<file path="src/rtl/adder_mw_sched_if.sv">
// Requester, response and shared-adder signals of the word-serial add scheduler.
// The scheduler is the slave; requesters, consumer and adder form the master.
interface adder_mw_sched_if #(
  parameter int N = 32,
  parameter int W = 4
);
  logic           req0_valid_i;
  logic           req0_ready_o;
  logic [N*W-1:0] req0_a_i;
  logic [N*W-1:0] req0_b_i;
  logic           req0_cin_i;
  logic           req1_valid_i;
  logic           req1_ready_o;
  logic [N*W-1:0] req1_a_i;
  logic [N*W-1:0] req1_b_i;
  logic           req1_cin_i;
  logic           rsp_valid_o;
  logic           rsp_ready_i;
  logic [N*W-1:0] rsp_sum_o;
  logic           rsp_cout_o;
  logic           rsp_id_o;
  logic [N-1:0]   add_a_o;
  logic [N-1:0]   add_b_o;
  logic           add_cin_o;
  logic [N-1:0]   add_sum_i;
  logic           add_cout_i;
  logic           busy_o;

  modport slave (
    input  req0_valid_i, req0_a_i, req0_b_i, req0_cin_i,
    input  req1_valid_i, req1_a_i, req1_b_i, req1_cin_i,
    input  rsp_ready_i, add_sum_i, add_cout_i,
    output req0_ready_o, req1_ready_o,
    output rsp_valid_o, rsp_sum_o, rsp_cout_o, rsp_id_o,
    output add_a_o, add_b_o, add_cin_o, busy_o
  );

  modport master (
    output req0_valid_i, req0_a_i, req0_b_i, req0_cin_i,
    output req1_valid_i, req1_a_i, req1_b_i, req1_cin_i,
    output rsp_ready_i, add_sum_i, add_cout_i,
    input  req0_ready_o, req1_ready_o,
    input  rsp_valid_o, rsp_sum_o, rsp_cout_o, rsp_id_o,
    input  add_a_o, add_b_o, add_cin_o, busy_o
  );
endinterface

</file>
<file path="src/rtl/adder_mw_sched.sv">
// Shares one N-bit external adder between two requesters, performing
// N*W-bit additions one word per cycle, LSW first, round-robin arbitrated.
module adder_mw_sched #(
  parameter int N = 32,
  parameter int W = 4
) (
  input logic clk_i,
  input logic rst_i,
  adder_mw_sched_if.slave bus
);
   localparam int KW = (W > 1) ? $clog2(W) : 1;
   localparam int NW = N * W;

   typedef enum logic [1:0] {IDLE, RUN, DONE} state_t;

   state_t          state;
   logic [KW-1:0]   k;
   logic [NW-1:0]   a_q;
   logic [NW-1:0]   b_q;
   logic [NW-N-1:0] res_q;
   logic [NW-1:0]   res_nxt;
   logic            carry_q;
   logic            id_q;
   logic            last_q;
   logic            idle;
   logic            run;
   logic            g0;
   logic            g1;

   assign idle = (state == IDLE) && !rst_i;
   assign run  = (state == RUN) && !rst_i;

   // Contention goes to whoever was not served last.
   assign g0 = idle && bus.req0_valid_i &&
               (!bus.req1_valid_i || last_q);
   assign g1 = idle && bus.req1_valid_i &&
               (!bus.req0_valid_i || !last_q);

   assign bus.req0_ready_o = g0;
   assign bus.req1_ready_o = g1;

   // Operands shift right each word so the adder always sees the low word.
   assign bus.add_a_o   = run ? a_q[N-1:0] : '0;
   assign bus.add_b_o   = run ? b_q[N-1:0] : '0;
   assign bus.add_cin_o = run ? carry_q : 1'b0;
   assign bus.busy_o    = (state != IDLE);

   assign res_nxt = {bus.add_sum_i, res_q};

   always_ff @(posedge clk_i) begin
      if (rst_i) begin
         state           <= IDLE;
         k               <= '0;
         a_q             <= '0;
         b_q             <= '0;
         res_q           <= '0;
         carry_q         <= 1'b0;
         id_q            <= 1'b0;
         last_q          <= 1'b1;
         bus.rsp_valid_o <= 1'b0;
         bus.rsp_sum_o   <= '0;
         bus.rsp_cout_o  <= 1'b0;
         bus.rsp_id_o    <= 1'b0;
      end else begin
         unique case (state)
            IDLE: begin
               if (g0 || g1) begin
                  a_q     <= g1 ? bus.req1_a_i : bus.req0_a_i;
                  b_q     <= g1 ? bus.req1_b_i : bus.req0_b_i;
                  carry_q <= g1 ? bus.req1_cin_i : bus.req0_cin_i;
                  id_q    <= g1;
                  last_q  <= g1;
                  k       <= '0;
                  state   <= RUN;
               end
            end
            RUN: begin
               a_q     <= a_q >> N;
               b_q     <= b_q >> N;
               res_q   <= res_nxt[NW-1:N];
               carry_q <= bus.add_cout_i;
               k       <= k + 1'b1;
               if (k == KW'(W - 1)) begin
                  bus.rsp_sum_o   <= res_nxt;
                  bus.rsp_cout_o  <= bus.add_cout_i;
                  bus.rsp_id_o    <= id_q;
                  bus.rsp_valid_o <= 1'b1;
                  state           <= DONE;
               end
            end
            DONE: begin
               if (bus.rsp_ready_i) begin
                  bus.rsp_valid_o <= 1'b0;
                  state           <= IDLE;
               end
            end
            default: state <= IDLE;
         endcase
      end
   end
endmodule

</file>
<file path="src/flat_wrapper.sv">
// flat-port wrapper written by rule: the top's interface ports become plain ports
module adder_mw_sched_flat 
#(
  parameter int N = 32,
  parameter int W = 4
)
  (clk_i, rst_i, bus_req0_valid_i, bus_req0_a_i, bus_req0_b_i, bus_req0_cin_i, bus_req1_valid_i, bus_req1_a_i, bus_req1_b_i, bus_req1_cin_i, bus_rsp_ready_i, bus_add_sum_i, bus_add_cout_i, bus_req0_ready_o, bus_req1_ready_o, bus_rsp_valid_o, bus_rsp_sum_o, bus_rsp_cout_o, bus_rsp_id_o, bus_add_a_o, bus_add_b_o, bus_add_cin_o, bus_busy_o);
  adder_mw_sched_if #(.N(N), .W(W)) bus_i ();
  input logic clk_i;
  input logic rst_i;
  input wire logic [$bits(bus_i.req0_valid_i)-1:0] bus_req0_valid_i;
  input wire logic [$bits(bus_i.req0_a_i)-1:0] bus_req0_a_i;
  input wire logic [$bits(bus_i.req0_b_i)-1:0] bus_req0_b_i;
  input wire logic [$bits(bus_i.req0_cin_i)-1:0] bus_req0_cin_i;
  input wire logic [$bits(bus_i.req1_valid_i)-1:0] bus_req1_valid_i;
  input wire logic [$bits(bus_i.req1_a_i)-1:0] bus_req1_a_i;
  input wire logic [$bits(bus_i.req1_b_i)-1:0] bus_req1_b_i;
  input wire logic [$bits(bus_i.req1_cin_i)-1:0] bus_req1_cin_i;
  input wire logic [$bits(bus_i.rsp_ready_i)-1:0] bus_rsp_ready_i;
  input wire logic [$bits(bus_i.add_sum_i)-1:0] bus_add_sum_i;
  input wire logic [$bits(bus_i.add_cout_i)-1:0] bus_add_cout_i;
  output wire logic [$bits(bus_i.req0_ready_o)-1:0] bus_req0_ready_o;
  output wire logic [$bits(bus_i.req1_ready_o)-1:0] bus_req1_ready_o;
  output wire logic [$bits(bus_i.rsp_valid_o)-1:0] bus_rsp_valid_o;
  output wire logic [$bits(bus_i.rsp_sum_o)-1:0] bus_rsp_sum_o;
  output wire logic [$bits(bus_i.rsp_cout_o)-1:0] bus_rsp_cout_o;
  output wire logic [$bits(bus_i.rsp_id_o)-1:0] bus_rsp_id_o;
  output wire logic [$bits(bus_i.add_a_o)-1:0] bus_add_a_o;
  output wire logic [$bits(bus_i.add_b_o)-1:0] bus_add_b_o;
  output wire logic [$bits(bus_i.add_cin_o)-1:0] bus_add_cin_o;
  output wire logic [$bits(bus_i.busy_o)-1:0] bus_busy_o;
  assign bus_i.req0_valid_i = bus_req0_valid_i;
  assign bus_i.req0_a_i = bus_req0_a_i;
  assign bus_i.req0_b_i = bus_req0_b_i;
  assign bus_i.req0_cin_i = bus_req0_cin_i;
  assign bus_i.req1_valid_i = bus_req1_valid_i;
  assign bus_i.req1_a_i = bus_req1_a_i;
  assign bus_i.req1_b_i = bus_req1_b_i;
  assign bus_i.req1_cin_i = bus_req1_cin_i;
  assign bus_i.rsp_ready_i = bus_rsp_ready_i;
  assign bus_i.add_sum_i = bus_add_sum_i;
  assign bus_i.add_cout_i = bus_add_cout_i;
  assign bus_req0_ready_o = bus_i.req0_ready_o;
  assign bus_req1_ready_o = bus_i.req1_ready_o;
  assign bus_rsp_valid_o = bus_i.rsp_valid_o;
  assign bus_rsp_sum_o = bus_i.rsp_sum_o;
  assign bus_rsp_cout_o = bus_i.rsp_cout_o;
  assign bus_rsp_id_o = bus_i.rsp_id_o;
  assign bus_add_a_o = bus_i.add_a_o;
  assign bus_add_b_o = bus_i.add_b_o;
  assign bus_add_cin_o = bus_i.add_cin_o;
  assign bus_busy_o = bus_i.busy_o;
  adder_mw_sched #(.N(N), .W(W)) u_core (.clk_i(clk_i), .rst_i(rst_i), .bus(bus_i));
endmodule
</file>
<file path="config.mk">
export PLATFORM = sky130hd
export DESIGN_NAME = adder_mw_sched_flat
export DESIGN_NICKNAME = d
export VERILOG_FILES = /design/src/rtl/adder_mw_sched_if.sv /design/src/rtl/adder_mw_sched.sv /design/src/flat_wrapper.sv
export SDC_FILE = /design/constraint.sdc
export NUM_CORES = 1
export LEC_CHECK = 0
export CAP_MARGIN = 10
export CORE_AREA = 3 3 288 290
export CTS_CLUSTER_SIZE = 16
export DETAILED_ROUTE_END_ITERATION = 10
export DIE_AREA = 0 0 291 293
export SETUP_SLACK_MARGIN = 0.02
export SKIP_CTS_REPAIR_TIMING = 1
export SYNTH_ARGS = -nofsm -noshare
export SYNTH_HDL_FRONTEND = slang
export SYNTH_SLANG_ARGS = --single-unit
</file>
<file path="constraint.sdc">
create_clock -name clk_i -period 1.75 [get_ports clk_i]
set_input_delay 0.4375 -clock clk_i [delete_from_list [all_inputs] [get_ports clk_i]]
set_output_delay 0.4375 -clock clk_i [all_outputs]
set_load 0.01 [all_outputs]
</file>
==> metrics.txt, run 1 <==
# TYPE chip_impl_metric gauge
chip_impl_metric{name="synthDominantCellAreaShare",unit=""} 0.452
chip_impl_info{name="final_cell_mix",value="clkdlybuf4s50_1, nand2_1, dfxtp_1, a21oi_1, or3_1"} 1
chip_impl_metric{name="drv.max_cap_violation_count",unit=""} 0
chip_impl_info{name="endpoint_kind",value="output port"} 1
chip_impl_info{name="synth_top_area_cell",value="dfxtp_1"} 1
chip_impl_metric{name="clkTransAtPathRegs",unit="ps"} 60
chip_impl_metric{name="gpl.final_weighted_congestion",unit=""} 0.935
chip_impl_metric{name="h-tree-depth",unit=""} 2
chip_impl_info{name="crit_path_frequent_cell",value="buf_4"} 1
chip_impl_metric{name="violation_count_after_the_first_detailed_route_iteration",unit=""} 1990
chip_impl_metric{name="min_period",unit="ps"} 2480
chip_impl_metric{name="worstPathBufferInverterCount",unit=""} 5
chip_impl_metric{name="die_w",unit="µm"} 291
chip_impl_metric{name="critPathMaxStageDelay",unit="ps"} 330
chip_impl_metric{name="yosys_warnings",unit=""} 0
chip_impl_info{name="ys_top_cells_by_area",value="dfxtp_1, or3_1, nand2_1"} 1
chip_impl_metric{name="port-buffer-count",unit=""} 750
chip_impl_metric{name="route.vias.total",unit=""} 23300
chip_impl_metric{name="netlist_instances",unit=""} 2758
chip_impl_info{name="cts_root_buffer",value="clkbuf_16"} 1
chip_impl_metric{name="area_growth",unit="%"} 54.6
chip_impl_metric{name="required",unit="ps"} 1310
chip_impl_metric{name="antenna_found_initial",unit=""} 43
chip_impl_metric{name="routed_wl",unit="µm"} 110000
chip_impl_metric{name="slew_headroom",unit=""} 0.240
chip_impl_metric{name="powerDensity",unit="mW/mm²"} 886
chip_impl_metric{name="worst_ep_arrival_time",unit="ps"} 2050
chip_impl_metric{name="groute.layer.met2.usage",unit=""} 0.372
chip_impl_metric{name="report.final.slew_viol_count",unit=""} 0
chip_impl_info{name="cp_cell_sequence",value="nand2b_4 -> nor2_4 -> buf_12 -> buf_4 -> clkbuf_16 -> buf_4 -> and2_1 -> buf_4"} 1
chip_impl_metric{name="vias_per_cell",unit=""} 5.04
chip_impl_metric{name="fin_hold_ws",unit="ps"} 160
chip_impl_metric{name="grt_max_degree",unit=""} 229
chip_impl_metric{name="post-route-period-util",unit=""} 1.42
chip_impl_metric{name="die_height",unit="µm"} 293
chip_impl_metric{name="drt-wirelength-per-cell",unit="µm"} 23.7
chip_impl_metric{name="grt_use_total",unit=""} 0.236
chip_impl_metric{name="nets",unit=""} 4034
chip_impl_metric{name="power.leakage",unit="nW"} 11.8
chip_impl_metric{name="worst_pin_slew",unit="ps"} 1140
chip_impl_metric{name="postSynth.asyncResetShare",unit=""} 0
chip_impl_info{name="critical_path_class",value="reg -> out"} 1
chip_impl_metric{name="io_pins",unit=""} 751
chip_impl_info{name="clock_tree_from_tritoncts",value="yes"} 1
chip_impl_info{name="most_common_cell_after_layout_fill_and_taps_aside",value="clkdlybuf4s50_1"} 1
chip_impl_info{name="status",value="complete, but fails checks"} 1
chip_impl_metric{name="cts_made_buffers",unit=""} 58
chip_impl_metric{name="max-clock-path-buffers",unit=""} 3
chip_impl_metric{name="remaining_drc_errors",unit=""} 0
chip_impl_metric{name="synth-seq-area-share",unit=""} 0.452
chip_impl_metric{name="skew",unit="ps"} 56.6
chip_impl_info{name="holdCritPathClass",value="in -> reg"} 1
chip_impl_metric{name="syn_nets",unit=""} 3311
chip_impl_metric{name="initial_utilization",unit=""} 0.270
chip_impl_metric{name="setup_violations",unit=""} 577
chip_impl_info{name="synth-main-ff-cell",value="dfxtp_1"} 1
chip_impl_info{name="worstSetupStartpointType",value="flip-flop"} 1
chip_impl_metric{name="gr_util_met3",unit=""} 0.0466
chip_impl_metric{name="grt_remaining_overflow",unit=""} 0
chip_impl_metric{name="crit_path_max_fanout",unit=""} 4
chip_impl_metric{name="vdd.ir_drop.worst",unit="µV"} 765
chip_impl_info{name="crit_family",value="buffers and inverters"} 1
chip_impl_metric{name="placement_rows",unit=""} 104
chip_impl_metric{name="worst_slack",unit="ps"} -733
chip_impl_metric{name="grt_pass1_vias",unit=""} 22100
chip_impl_metric{name="max_clock_freq",unit="MHz"} 403
chip_impl_metric{name="met1_usage",unit=""} 0.320
chip_impl_metric{name="syn-cell-area",unit="mm²"} 0.0217
chip_impl_metric{name="global_route_wire_length_before_repair",unit="µm"} 152000
chip_impl_metric{name="clock_sinks",unit=""} 490
chip_impl_metric{name="ratio_of_cells_with_drive_above_1_in_the_final_layout",unit=""} 0.109
chip_impl_info{name="slowest_stage",value="dfxtp_1"} 1
chip_impl_metric{name="synth-seq-cells",unit=""} 490
chip_impl_metric{name="drtAntennaViolNets",unit=""} 0
chip_impl_info{name="failed_checks",value="negative setup slack"} 1
chip_impl_metric{name="synth_enable_flop_cells",unit=""} 0
chip_impl_info{name="grt_busiest_layer",value="met2"} 1
chip_impl_metric{name="fin_setup_tns",unit="ps"} -174450
chip_impl_metric{name="place_hpwl",unit="µm"} 80500
chip_impl_metric{name="clkLatencyLatePin",unit="ps"} 650
chip_impl_info{name="setup_repair_after_global_routing_missed_its_margin",value="true"} 1
chip_impl_metric{name="drt_pre_antenna_iters",unit=""} 5
chip_impl_metric{name="coreArea",unit="mm²"} 0.0805
chip_impl_metric{name="syn_area_per_cell",unit="µm²"} 7.87
chip_impl_metric{name="fp.dieArea",unit="mm²"} 0.0853
chip_impl_metric{name="report.final.hold_viol_count",unit=""} 0
chip_impl_metric{name="synth.lib_cells_used.distinct",unit=""} 29
## Yosys cell counts, types with 3 or more instances
library cell	number
buf_1	9
clkbuf_1	192
and2_1	66
or3_1	387
buf_2	44
nand2_1	584
buf_6	19
inv_1	194
a31oi_1	64
a32o_1	193
nand2b_1	4
o21ai_0	65
a21oi_1	424
clkbuf_2	3
dfxtp_1	490
nor2_1	7
## through the flow
stage	util	worst slack, ps	std cells	cell area [µm²]	total power, mW
2_1_floorplan	-	-17.0	2758	21700	14.1
5_1_grt	0.417	-802	4619	33600	30.8
6_report	0.417	-733	4622	33600	29.7
3_3_place_gp	0.385	-1050	4450	31000	16.8
4_1_cts	0.411	-1090	4560	33100	29.8
3_5_place_dp	0.385	-1030	4450	31000	16.8
## flip-flops by register name, indices dropped and copies added (netlist names)
| name | flops |
|---|---|
| u_core.bus.rsp_id_o | 1 |
| u_core.a_q | 128 |
| u_core.k | 2 |
| u_core.id_q | 1 |
| u_core.state | 2 |
| u_core.b_q | 128 |
| u_core.bus.rsp_sum_o | 128 |
| u_core.carry_q | 1 |
| u_core.res_q | 96 |
| u_core.bus.rsp_valid_o | 1 |
| u_core.last_q | 1 |
| u_core.bus.rsp_cout_o | 1 |
## kinds of logic (layout without fill, tap and decap cells)
group	after synthesis	count (layout)	synth area share
AO/OA/AOI/OAI	747	747	0.221
adder cells (fa/ha/maj)	1	1	0.000576
buffers and inverters	463	1236	0.0895
flip-flops	490	490	0.452
multiplexers	1	1	0.000519
other	0	31	0
AND/OR/NAND/NOR	1056	1056	0.237
## final cells by class
class	count	area, µm²
well taps	1060	1330
clock buffers	82	1690
repair buffers	931	9450
flip-flops and latches	490	9810
diodes	31	77.6
fillers	8242	47000
clock inverters	28	385
multi-input cells	1805	10100
inverters	195	744
## worst reg2reg max path: cells and delay by family (launching register included)
kind            cells  cell delay (ps)
buf+inv             6              880
simple gates        3              700
flops               1              370
compound gates      1              240
## power breakdown
| group | internal, mW | total [mW] | switching, mW |
|---|---|---|---|
| registers | 11.7 | 12.1 | 0.367 |
| clock network | 7.68 | 13.0 | 5.31 |
| logic | 2.44 | 4.64 | 2.20 |
| total | 21.9 | 29.7 | 7.88 |
## metal layers
metal	vias up	part of all wire	wire length [µm]
met5	-	0.00012	13
met3	150	0.075	8180
met4	2	0.028	3030
met1	11100	0.44	48300
met2	989	0.46	50000
li1	11000	-	-
## final timing paths
| check | from | endpoint | slack, ps | depth (start not counted) |
|---|---|---|---|---|
| worst max-delay path | u_core.state[1] | bus_add_b_o[5] | -730 | 8 |
| worst min register to register | u_core.res_q[15] | u_core.bus.rsp_sum_o[15] | 440 | 2 |
| worst max register to register | u_core.state[0] | u_core.b_q[23] | -570 | 10 |
| worst min-delay path | rst_i | u_core.k[0] | 160 | 3 |
(Power assumes the default switching activity.)
==> inputs of run 2 (changes only) <==
- CORE_AREA: 3 3 288 290 -> 3 3 291 293
- DIE_AREA: 0 0 291 293 -> 0 0 294 296
- clock period: 1.75 -> 2.9 ns (I/O delays scaled with it)
==> run 2 against run 1 <==
  * The run still ends with negative setup slack left
  * Non-clock buffer count is 37 lower
  * Cell count is 0.58% lower
  * Hold slack better by 290 ps
  * Flip-flop and latch count stayed put
  * Combinational power is 44% lower
  * Routed wire length is 5.7% lower
==> metrics.txt, run 2 (synthesized netlist as in run 1, its figures left out) <==
# TYPE chip_impl_metric gauge
chip_impl_info{name="status",value="complete, but fails checks"} 1
chip_impl_info{name="failed_checks",value="negative setup slack"} 1
chip_impl_metric{name="powerDensity",unit="mW/mm²"} 523
chip_impl_metric{name="grt_max_degree",unit=""} 132
chip_impl_metric{name="report.final.slew_viol_count",unit=""} 0
chip_impl_metric{name="max_clock_freq",unit="MHz"} 327
chip_impl_metric{name="report.final.hold_viol_count",unit=""} 0
chip_impl_info{name="worstSetupStartpointType",value="flip-flop"} 1
chip_impl_metric{name="grt_remaining_overflow",unit=""} 0
chip_impl_metric{name="port-buffer-count",unit=""} 750
chip_impl_info{name="final_cell_mix",value="clkdlybuf4s50_1, nand2_1, dfxtp_1, a21oi_1, or3_1"} 1
chip_impl_metric{name="report.power.total",unit="mW"} 17.3
chip_impl_metric{name="slew_headroom",unit=""} 0.247
chip_impl_metric{name="min_period",unit="ps"} 3050
chip_impl_info{name="r2r_end",value="u_core.a_q[9]"} 1
chip_impl_metric{name="stdcell_count",unit=""} 4595
chip_impl_metric{name="max-clock-path-buffers",unit=""} 3
chip_impl_metric{name="fp.dieArea",unit="mm²"} 0.0870
chip_impl_metric{name="worst_slack",unit="ps"} -154
chip_impl_metric{name="placement_rows",unit=""} 105
chip_impl_info{name="launch_point_of_the_worst_path",value="u_core.state[0]"} 1
chip_impl_metric{name="drt-wirelength-per-cell",unit="µm"} 22.5
chip_impl_metric{name="die_height",unit="µm"} 296
chip_impl_metric{name="drtAntennaViolNets",unit=""} 0
chip_impl_metric{name="clock_sinks",unit=""} 490
chip_impl_metric{name="routed_wl",unit="µm"} 103000
chip_impl_metric{name="power.leakage",unit="nW"} 12.4
chip_impl_metric{name="dpl-instance-area",unit="mm²"} 0.0309
chip_impl_metric{name="io_pins",unit=""} 751
chip_impl_metric{name="fin_area",unit="mm²"} 0.0331
chip_impl_info{name="largestRegisters",value="u_core.a_q x128, u_core.b_q x128, u_core.bus.rsp_sum_o x128"} 1
chip_impl_metric{name="initial_utilization",unit=""} 0.264
chip_impl_metric{name="worst_pin_slew",unit="ps"} 1130
chip_impl_metric{name="h-tree-depth",unit=""} 2
chip_impl_info{name="worstHoldEndpoint",value="u_core.bus.rsp_sum_o[5]"} 1
chip_impl_metric{name="remaining_drc_errors",unit=""} 0
chip_impl_info{name="clock_tree_from_tritoncts",value="yes"} 1
chip_impl_metric{name="cts_made_buffers",unit=""} 57
chip_impl_info{name="reg2reg_launch_point",value="u_core.state[0]"} 1
chip_impl_metric{name="crit_path_max_fanout",unit=""} 14
chip_impl_metric{name="fin_setup_tns",unit="ps"} -645
chip_impl_metric{name="global_route_wire_length_before_repair",unit="µm"} 148000
chip_impl_metric{name="fin_hold_ws",unit="ps"} 450
chip_impl_info{name="holdCritPathClass",value="reg -> reg"} 1
chip_impl_metric{name="coreArea",unit="mm²"} 0.0821
chip_impl_info{name="critical_path_class",value="reg -> out"} 1
chip_impl_metric{name="hold_depth",unit=""} 2
chip_impl_metric{name="setup_violations",unit=""} 5
chip_impl_metric{name="grt_pass1_vias",unit=""} 21700
chip_impl_info{name="most_common_cell_after_layout_fill_and_taps_aside",value="clkdlybuf4s50_1"} 1
chip_impl_metric{name="worst_setup_slack_before_clock_tree_synthesis",unit="ps"} -185
chip_impl_metric{name="clkTransAtPathRegs",unit="ps"} 60
chip_impl_info{name="setup_repair_after_global_routing_missed_its_margin",value="true"} 1
chip_impl_metric{name="antenna_found_initial",unit=""} 43
chip_impl_metric{name="reg2reg_depth",unit=""} 8
chip_impl_info{name="timing.hold.worst.start",value="u_core.res_q[5]"} 1
chip_impl_metric{name="route.vias.total",unit=""} 22700
chip_impl_metric{name="finalCoreUtilization",unit=""} 0.403
chip_impl_metric{name="grt_use_total",unit=""} 0.225
chip_impl_metric{name="reg2reg_slack",unit="ps"} 460
chip_impl_metric{name="worst_ep_arrival_time",unit="ps"} 2330
chip_impl_metric{name="ratio_of_cells_with_drive_above_1_in_the_final_layout",unit=""} 0.0711
chip_impl_metric{name="area_growth",unit="%"} 52.6
chip_impl_metric{name="vdd.ir_drop.worst",unit="µV"} 460
chip_impl_metric{name="required",unit="ps"} 2170
chip_impl_metric{name="die_w",unit="µm"} 294
chip_impl_metric{name="drt_pre_antenna_iters",unit=""} 5
chip_impl_metric{name="violation_count_after_the_first_detailed_route_iteration",unit=""} 1678
chip_impl_metric{name="drv.max_cap_violation_count",unit=""} 0
chip_impl_metric{name="skew",unit="ps"} 47.5
chip_impl_metric{name="gpl.final_weighted_congestion",unit=""} 0.951
chip_impl_metric{name="place_hpwl",unit="µm"} 76900
chip_impl_info{name="cts_root_buffer",value="clkbuf_16"} 1
chip_impl_metric{name="nets",unit=""} 3996
chip_impl_metric{name="post-route-period-util",unit=""} 1.05
chip_impl_metric{name="numPlacedInstances",unit=""} 4446
chip_impl_metric{name="vias_per_cell",unit=""} 4.93
chip_impl_metric{name="clkLatencyLatePin",unit="ps"} 630
chip_impl_info{name="endpoint_kind",value="output port"} 1
[run 2: layout make-up]
type / instances / area [µm²]
diodes: 35 / 87.6
clock buffers: 86 / 1640
clock inverters: 20 / 275
fillers: 8401 / 49000
inverters: 195 / 737
multi-input cells: 1805 / 10000
flip-flops and latches: 490 / 9810
well taps: 1070 / 1340
repair buffers: 894 / 9220
[run 2: how the worst max path moves through the flow]
stage                                   to  depth (start not counted)
after detailed placement  bus_req1_ready_o                          5
after CTS                   bus_add_b_o[7]                          6
final                      bus_add_b_o[11]                          6
after global placement    bus_req1_ready_o                          5
after global routing        bus_add_b_o[4]                          6
after floorplan             bus_add_a_o[0]                          5
[run 2: layer usage]
layer,GRT usage,up-vias,part of all wire
met1,0.296,10800,0.44
li1,-,11000,-
met2,0.363,753,0.46
met5,0,-,0.00044
met3,0.0485,148,0.069
met4,0.0841,8,0.029
[run 2: critical path, stage by stage, from the launching register on]
cell and delay, ps:
dfxtp_4 410, nand2b_4 70, nor2_4 150, buf_12 190, buf_4 180, and2_1 140
clkdlybuf4s50_1 540
[run 2: power breakdown]
group          internal (mW)  total (mW)  switching, mW
clock                   4.27        7.40           3.13
combinational           1.40        2.60           1.21
sequential              7.09        7.31          0.222
